[src/rtl/cache_refill_writer.sv]
// -----------------------------------------------------------------------------
// cache_refill_writer
//
// Line-fill stage feeding the second write port of the cache data array.
// A refill request names a line index and the critical word offset; the
// block then consumes a burst of memory beats and writes each beat as a
// full-word write, in wrap-around order starting at the critical word.
// A per-word bitmap (word_ready_o) tells the load path which words of the
// line have already been committed, so a waiting load can restart early.
//
// Ports:
//   clk_i, reset_i            clock, synchronous active-high reset
//   req_valid_i/req_ready_o   refill request handshake (ready only in IDLE)
//   req_index_i               line index
//   req_offset_i              critical (first) word offset within the line
//   beat_valid_i/beat_ready_o memory beat handshake (ready only in FILL)
//   beat_data_i, beat_last_i  beat payload and end-of-burst marker
//   bram_write_en_o           byte enables for the array port (all 1s or 0s)
//   bram_addr_o, bram_data_o  write address {index, ptr} and write data
//   word_ready_o              bit i set once word i of the line is committed
//   busy_o                    a refill is in progress
//   done_o, error_o           one-cycle end-of-refill pulse and its status
// -----------------------------------------------------------------------------
module cache_refill_writer #(
  parameter int DATA_WIDTH  = 32,
  parameter int ADDR_WIDTH  = 10,
  parameter int OFFSET_BITS = 3
) (
  input  logic                              clk_i,
  input  logic                              reset_i,
  input  logic                              req_valid_i,
  output logic                              req_ready_o,
  input  logic [ADDR_WIDTH-OFFSET_BITS-1:0] req_index_i,
  input  logic [OFFSET_BITS-1:0]            req_offset_i,
  input  logic                              beat_valid_i,
  output logic                              beat_ready_o,
  input  logic [DATA_WIDTH-1:0]             beat_data_i,
  input  logic                              beat_last_i,
  output logic [DATA_WIDTH/8-1:0]           bram_write_en_o,
  output logic [ADDR_WIDTH-1:0]             bram_addr_o,
  output logic [DATA_WIDTH-1:0]             bram_data_o,
  output logic [(2**OFFSET_BITS)-1:0]       word_ready_o,
  output logic                              busy_o,
  output logic                              done_o,
  output logic                              error_o
);

  localparam int WORDS      = 2 ** OFFSET_BITS;
  localparam int INDEX_BITS = ADDR_WIDTH - OFFSET_BITS;
  localparam int BE_BITS    = DATA_WIDTH / 8;

  localparam logic [OFFSET_BITS:0] LAST_COUNT = (OFFSET_BITS + 1)'(WORDS - 1);

  typedef enum logic [1:0] {
    IDLE,
    FILL,
    DRAIN,
    DONE
  } StateT;

  StateT                   state_q;
  logic [INDEX_BITS-1:0]   index_q;
  logic [OFFSET_BITS-1:0]  ptr_q;
  logic [OFFSET_BITS:0]    count_q;
  logic                    errFlag_q;
  logic [WORDS-1:0]        wordReady_q;
  logic [BE_BITS-1:0]      writeEn_q;
  logic [ADDR_WIDTH-1:0]   writeAddr_q;
  logic [DATA_WIDTH-1:0]   writeData_q;
  logic                    reqReady_q;
  logic                    beatReady_q;
  logic                    busy_q;
  logic                    done_q;
  logic                    error_q;

  // Refill controller. All handshake and status outputs are registered and
  // updated on the same edge as the state, so each one is a clean function
  // of the state it is entering. The write port is a one-deep pipeline:
  // a beat accepted in one cycle is presented on the array port during the
  // next cycle only. The word_ready bit for a write is raised on the edge
  // that ends the write cycle, i.e. when the array has actually committed
  // it. A write already on the port when reset is asserted still reaches
  // the array because the port is driven straight from these registers.
  always_ff @(posedge clk_i) begin
    if (reset_i) begin
      state_q     <= IDLE;
      index_q     <= '0;
      ptr_q       <= '0;
      count_q     <= '0;
      errFlag_q   <= 1'b0;
      wordReady_q <= '0;
      writeEn_q   <= '0;
      writeAddr_q <= '0;
      writeData_q <= '0;
      reqReady_q  <= 1'b1;
      beatReady_q <= 1'b0;
      busy_q      <= 1'b0;
      done_q      <= 1'b0;
      error_q     <= 1'b0;
    end else begin
      writeEn_q <= '0;
      done_q    <= 1'b0;
      error_q   <= 1'b0;

      if (writeEn_q != '0) begin
        wordReady_q[writeAddr_q[OFFSET_BITS-1:0]] <= 1'b1;
      end

      case (state_q)
        IDLE: begin
          if (req_valid_i) begin
            index_q     <= req_index_i;
            ptr_q       <= req_offset_i;
            count_q     <= '0;
            errFlag_q   <= 1'b0;
            wordReady_q <= '0;
            state_q     <= FILL;
            reqReady_q  <= 1'b0;
            beatReady_q <= 1'b1;
            busy_q      <= 1'b1;
          end
        end

        FILL: begin
          if (beat_valid_i) begin
            writeEn_q   <= '1;
            writeAddr_q <= {index_q, ptr_q};
            writeData_q <= beat_data_i;
            ptr_q       <= ptr_q + 1'b1;
            count_q     <= count_q + 1'b1;
            if (beat_last_i || (count_q == LAST_COUNT)) begin
              state_q     <= DRAIN;
              beatReady_q <= 1'b0;
            end
            if (beat_last_i && (count_q < LAST_COUNT)) begin
              errFlag_q <= 1'b1;
            end
            if (!beat_last_i && (count_q == LAST_COUNT)) begin
              errFlag_q <= 1'b1;
            end
          end
        end

        DRAIN: begin
          state_q <= DONE;
          done_q  <= 1'b1;
          error_q <= errFlag_q;
        end

        DONE: begin
          state_q    <= IDLE;
          reqReady_q <= 1'b1;
          busy_q     <= 1'b0;
        end

        default: begin
          state_q     <= IDLE;
          reqReady_q  <= 1'b1;
          beatReady_q <= 1'b0;
          busy_q      <= 1'b0;
        end
      endcase
    end
  end

  // Outputs are taken directly from the registers above.
  assign req_ready_o     = reqReady_q;
  assign beat_ready_o    = beatReady_q;
  assign bram_write_en_o = writeEn_q;
  assign bram_addr_o     = writeAddr_q;
  assign bram_data_o     = writeData_q;
  assign word_ready_o    = wordReady_q;
  assign busy_o          = busy_q;
  assign done_o          = done_q;
  assign error_o         = error_q;

endmodule

[config.mk]
export PLATFORM = sky130hd
export DESIGN_NAME = cache_refill_writer
export DESIGN_NICKNAME = d
export VERILOG_FILES = /design/src/rtl/cache_refill_writer.sv
export SDC_FILE = /design/constraint.sdc
export NUM_CORES = 1
export LEC_CHECK = 0
export CAP_MARGIN = 0
export CORE_MARGIN = 2
export CORE_UTILIZATION = 24
export CTS_CLUSTER_SIZE = 12
export DETAILED_ROUTE_END_ITERATION = 12
export GPL_TIMING_DRIVEN = 0
export HOLD_SLACK_MARGIN = 0.15
export MAX_ROUTING_LAYER = met4
export PLACE_DENSITY = 0.51
export SYNTH_ARGS = -nofsm -noshare
export SYNTH_HDL_FRONTEND = slang
export SYNTH_SLANG_ARGS = --single-unit
[constraint.sdc]
create_clock -name clk_i -period 4.1 [get_ports clk_i]
set_input_delay 0.615 -clock clk_i [delete_from_list [all_inputs] [get_ports clk_i]]
set_output_delay 0.615 -clock clk_i [all_outputs]
set_load 0.01 [all_outputs]
==> impl_metrics.csv, run 1 <==
group,metric,value,unit
logic_synthesis,yosys_warnings,0,
pwr,p_leak,1.54,nW
sta,fin_crit_sh,52.1,%
route,first_pass_iters,4,
floorplanning,ios,106,
sta,period_minus_slack,2140,ps
route,vias_per_cell,4.33,
clock_network,cts_resized,0,
cells_and_area,diodes,0,
place,dp_cells,587,
place,portBuffers,104,
sta,max_freq,468,MHz
floorplanning,die-width,112,um
cells_and_area,nFillCells,1203,
sta,fin_tns_setup,0,ps
job,cap_violations,0,
outcome,status,"finished clean",
route,drtIter0Drc,135,
clock_network,numCtsBuffers,9,
pwr,power_density,553,nW/um2
global_routing,grt_pass1_wl,12.5,mm
setup_path,crit_path_start,"bram_write_en_o[2]",
logic_synthesis,ys_seq_area_share,51.8,%
sta,relSlewSlack,63.1,%
route,drc,0,
logic_synthesis,synth_nets,393,
setup_path,arrival,1520,ps
sta,tightestPinTransition,554,ps
sta,setup_viol,0,
logic_synthesis,synthDistinctLibCells,34,
cells_and_area,final_cell_mix,"104 x nand2_1, 104 x clkdlybuf4s50_1, 73 x dfxtp_1, 56 x a21oi_1, 21 x nor2_1",
route,drtAntennaViolNets,0,
worst_hold_path,hold_class,"reg2reg",
worst_hold_path,hp-start,"index_q[3]",
cells_and_area,drive_above_1_share,8.04,%
clock_network,cts_sinks,73,
setup_path,worstPathRequired,3480,ps
floorplanning,start_util,24.7,%
cells_and_area,fin_cells,603,
logic_synthesis,synth_seq_cells,73,
pwr,pwr-share-seq,37.3,%
cells_and_area,final_core_util,37.8,%
pwr,total_power,0.00239,W
logic_synthesis,avgSynthCellArea,8.29,um2
setup_path,crit_path_end_kind,"primary output",
pwr,p_clk_share,30.7,%
floorplanning,rows,39,
global_routing,grt_max_degree,14,
floorplanning,coreArea,11400,um2
pwr,p_int,0.00161,W
pwr,power.switching,0.000780,W
pwr,ir_drop,0.255,mV
clock_network,cts_max_level,3,
floorplanning,die_y,112,um
clock_network,cts_tree,"built",
setup_path,critPathKind,"reg2out",
global_routing,grt_pass1_vias,2557,
sta,drv_slew,0,
route,num_vias,2613,
global_routing,antenna_found_initial,0,
global_routing,grt.total_usage,12.8,%
logic_synthesis,syn_inst,340,
route,wl,7.76,mm
floorplanning,die-area,12600,um2
sta,rsz0062_at_grt,"no",
setup_path,cp-start-kind,"flip-flop",
cells_and_area,nNetsFinal,508,
clock_network,cts_hold_buf,0,
clock_network,clock_latency,330,ps
global_routing,gr-total-overflow,0,
pwr,power.share.switching,32.7,%
sta,hold_viol,0,
pwr,combinationalPowerShare,32.0,%
setup_path,worstReg2RegStart,"state_q[1]",
logic_synthesis,synth_area,2820,um2
clock_network,post_cts_buffers,0,
place,place_hpwl,5.72,mm
clock_network,cts_buffer_depth,2,
sta,finClkSkew,8.56,ps
route,avgRoutedWirePerCell,12.9,um
setup_path,path_max_fanout,9,
place,place_congestion,0.759,
cells_and_area,syn_to_final_growth,53.2,%
clock_network,cts_root_buf,"clkbuf_16",
clock_network,path_clk_slew,60,ps
[registers in the layout (all words and copies together), names as in the netlist]
name,count
state_q,2
req_ready_o,1
busy_o,1
count_q,4
ptr_q,3
bram_write_en_o,1
beat_ready_o,1
word_ready_o,8
done_o,1
index_q,7
bram_addr_o,10
bram_data_o,32
error_o,1
errFlag_q,1
[cell usage after synthesis]
master | instances | area share (%)
a211oi_1 | 2 | 0.53
a21bo_1 | 1 | 0.36
a21oi_1 | 56 | 9.9
a22oi_1 | 1 | 0.27
a311oi_1 | 1 | 0.31
a311oi_2 | 1 | 0.53
a31oi_1 | 7 | 1.6
a41oi_1 | 2 | 0.62
and2_1 | 3 | 0.67
buf_2 | 10 | 1.8
buf_4 | 3 | 0.80
buf_6 | 1 | 0.40
clkbuf_1 | 9 | 1.2
dfxtp_1 | 73 | 52
ha_1 | 6 | 2.7
inv_1 | 7 | 0.93
mux2i_1 | 2 | 0.71
mux2i_4 | 1 | 0.80
nand2_1 | 104 | 14
nand2b_1 | 9 | 2.0
nand3_1 | 2 | 0.36
nand3b_1 | 1 | 0.27
nand4b_1 | 1 | 0.31
nor2_1 | 21 | 2.8
nor2_4 | 1 | 0.40
nor2b_1 | 2 | 0.44
nor2b_4 | 1 | 0.49
nor3_2 | 1 | 0.36
nor3b_1 | 1 | 0.27
nor3b_2 | 1 | 0.44
o21ai_0 | 4 | 0.71
o21bai_1 | 1 | 0.27
or2_2 | 1 | 0.22
xnor2_1 | 3 | 0.93
[area by class of cell]
class	instances	area (um2)	area share, %
plain buffers	23	118	2.72
multi-input cells	237	1210	28.1
repair buffers	104	1040	24.1
well taps	143	179	4.14
clock buffers	10	239	5.53
clock inverters	6	41.3	0.956
flip-flops and latches	73	1460	33.8
inverters	7	26.3	0.608
[stage by stage]
step / hold WS [ps] / area, um2 / setup slack [ps]
floorplan: 428 / 2820 / 2580
global placement: 441 / 4040 / 1930
detailed placement: 446 / 4040 / 1900
CTS: 451 / 4320 / 1950
global route: 465 / 4320 / 1890
finish: 451 / 4320 / 1960
[routing by layer]
layer / track usage [%] / up-vias / part of all wire [%]
li1: - / 1341 / -
met1: 15.9 / 1196 / 46
met2: 20.2 / 63 / 47
met3: 3.29 / 13 / 4.1
met4: 4.80 / 0 / 2.2
met5: - / - / 0
[power by group through the flow]
stage          clock network [W]  logic, W  registers [W]
5_1_grt                 0.000785  0.000861       0.000906
6_report                0.000733  0.000765       0.000891
3_5_place_dp                   0  0.000777       0.000907
3_3_place_gp                   0  0.000768       0.000903
4_1_cts                 0.000757  0.000781       0.000892
2_1_floorplan                  0  0.000447       0.000925
[critical path: stages (launching register included)]
cell and delay (ps):
dfxtp_1 510, buf_4 170, clkdlybuf4s50_1 520
[path summary, 6_finish.rpt]
kind / endpoint / slack [ps] / cells past startpoint
max: bram_write_en_o[1] / 1960 / 2
min: bram_addr_o[6] / 450 / 2
max reg2reg: bram_addr_o[4] / 2320 / 7
min reg2reg: bram_addr_o[6] / 450 / 2
[kinds of logic (layout without fill, tap and decap cells)]
family | Yosys count | count (layout) | share of synthesized area [%]
buffers and inverters | 30 | 150 | 5.10
flip-flops | 73 | 73 | 51.8
adder cells (fa/ha/maj) | 6 | 6 | 2.66
AND/OR/NAND/NOR | 149 | 149 | 22.9
AO/OA/AOI/OAI | 76 | 76 | 15.1
multiplexers | 3 | 3 | 1.51
XOR/XNOR | 3 | 3 | 0.932
Note: power is estimated with default switching activity, not from simulation.
==> inputs of run 2 (changes only) <==
==> constraint.sdc (replaced) <==
create_clock -name clk_i -period 1.99 [get_ports clk_i]
set_input_delay 0.2985 -clock clk_i [delete_from_list [all_inputs] [get_ports clk_i]]
set_output_delay 0.2985 -clock clk_i [all_outputs]
set_load 0.01 [all_outputs]
==> run 2 against run 1 <==
  * Wire length hardly changed
  * First-iteration DRC count increased by 1.5%
  * Sequential cell count stayed put
  * Sequential power up 110%
  * Clock-buffer cell count unchanged
  * Clock power is 110% higher
  * Worst setup slack lost 1800 ps
  * Combinational power grew 110%
  * Largest power group unchanged
  * Highest routed layer unchanged
==> impl_metrics.csv, run 2 (synthesis results as in run 1) <==
group,metric,value,unit
outcome,status,"finished clean",
route,drc,0,
global_routing,grt_max_degree,14,
cells_and_area,nNetsFinal,508,
floorplanning,start_util,24.7,%
floorplanning,die_y,112,um
route,num_vias,2611,
sta,drv_slew,0,
global_routing,gr-total-overflow,0,
setup_path,crit_path_end_kind,"primary output",
global_routing,antenna_found_initial,0,
clock_network,cts_hold_buf,0,
cells_and_area,drive_above_1_share,8.26,%
clock_network,cts_resized,0,
cells_and_area,final_common_cell,"clkdlybuf4s50_1",
clock_network,numCtsBuffers,9,
floorplanning,rows,39,
clock_network,path_clk_slew,60,ps
setup_path,worstPathRequired,1690,ps
setup_path,arrival,1520,ps
global_routing,grt_pass1_vias,2557,
floorplanning,coreArea,11400,um2
cells_and_area,final_cell_mix,"104 x clkdlybuf4s50_1, 103 x nand2_1, 73 x dfxtp_1, 56 x a21oi_1, 21 x nor2_1",
route,first_pass_iters,4,
global_routing,grt.total_usage,12.8,%
cells_and_area,syn_to_final_growth,53.3,%
route,drtIter0Drc,137,
clock_network,post_cts_buffers,0,
setup_path,critPathKind,"reg2out",
route,wl,7.75,mm
place,portBuffers,104,
sta,rsz0062_at_grt,"no",
pwr,p_leak,1.54,nW
route,drtAntennaViolNets,0,
sta,fin_crit_sh,91.4,%
floorplanning,die-width,112,um
sta,relSlewSlack,63.1,%
sta,tightestPinTransition,554,ps
pwr,ir_drop,0.527,mV
sta,fin_tns_setup,0,ps
sta,max_freq,550,MHz
clock_network,cts_max_level,3,
place,place_congestion,0.759,
place,place_hpwl,5.72,mm
sta,setup_viol,0,
job,cap_violations,0,
cells_and_area,largest_register_ff_count,32,
cells_and_area,diodes,0,
setup_path,cp-start-kind,"flip-flop",
setup_path,path_max_fanout,9,
clock_network,cts_sinks,73,
place,dp_cells,587,
worst_hold_path,hold_class,"reg2reg",
clock_network,cts_buffer_depth,2,
sta,period_minus_slack,1820,ps
clock_network,cts_tree,"built",
route,vias_per_cell,4.33,
cells_and_area,stdcell_area,4320,um2
clock_network,clock_latency,330,ps
route,avgRoutedWirePerCell,12.9,um
clock_network,cts_root_buf,"clkbuf_16",
cells_and_area,final_core_util,37.8,%
cells_and_area,nFillCells,1201,
pwr,total_power,0.00492,W
floorplanning,die-area,12600,um2
global_routing,grt_pass1_wl,12.5,mm
cells_and_area,fin_cells,603,
sta,hold_viol,0,
sta,finClkSkew,8.44,ps
place,post_dp_cell_area,4040,um2
pwr,power_density,1140,nW/um2
floorplanning,ios,106,
-- run 2: cell counts in the layout (fill, tap and decap cells not counted) --
No cell type changed its count.
-- run 2: cell type report --
class	count	area, um2	share of cell area (%)
Sequential cell	73	1460	33.8
Multi-Input combinational cell	237	1220	28.1
Timing Repair Buffer	104	1040	24.1
Clock buffer	10	239	5.53
Tap cell	143	179	4.14
Buffer	23	118	2.72
Clock inverter	6	41.3	0.955
Inverter	7	26.3	0.608
-- run 2: path summary, 6_finish.rpt --
check / start / end / slack [ps] / cells past startpoint
min: index_q[3] / bram_addr_o[6] / 450 / 2
min reg2reg: index_q[3] / bram_addr_o[6] / 450 / 2
max reg2reg: state_q[1] / state_q[1] / 300 / 6
max: bram_write_en_o[2] / bram_write_en_o[1] / 170 / 2
-- run 2: where the power goes --
group | leakage (nW) | internal, W | switching [W]
clock | 0.131 | 0.000877 | 0.000633
combinational | 0.813 | 0.000751 | 0.000828
sequential | 0.593 | 0.00169 | 0.000147
-- run 2: critical path: stages (launching register included) --
cell and delay (ps):
dfxtp_1 510, buf_4 170, clkdlybuf4s50_1 520
-- run 2: through the flow --
step / hold WS [ps] / setup WS, ps
after global placement: 441 / 136
after global routing: 465 / 99.3
after detailed placement: 446 / 106
after CTS: 451 / 156
after floorplan: 428 / 468
final: 451 / 171
-- run 2: metal layers --
metal / vias up / track usage [%] / routed length [um]
met5: - / - / 0
li1: 1342 / - / -
met4: 0 / 4.80 / 159
met3: 11 / 3.29 / 321
met2: 62 / 20.2 / 3670
met1: 1196 / 15.9 / 3600
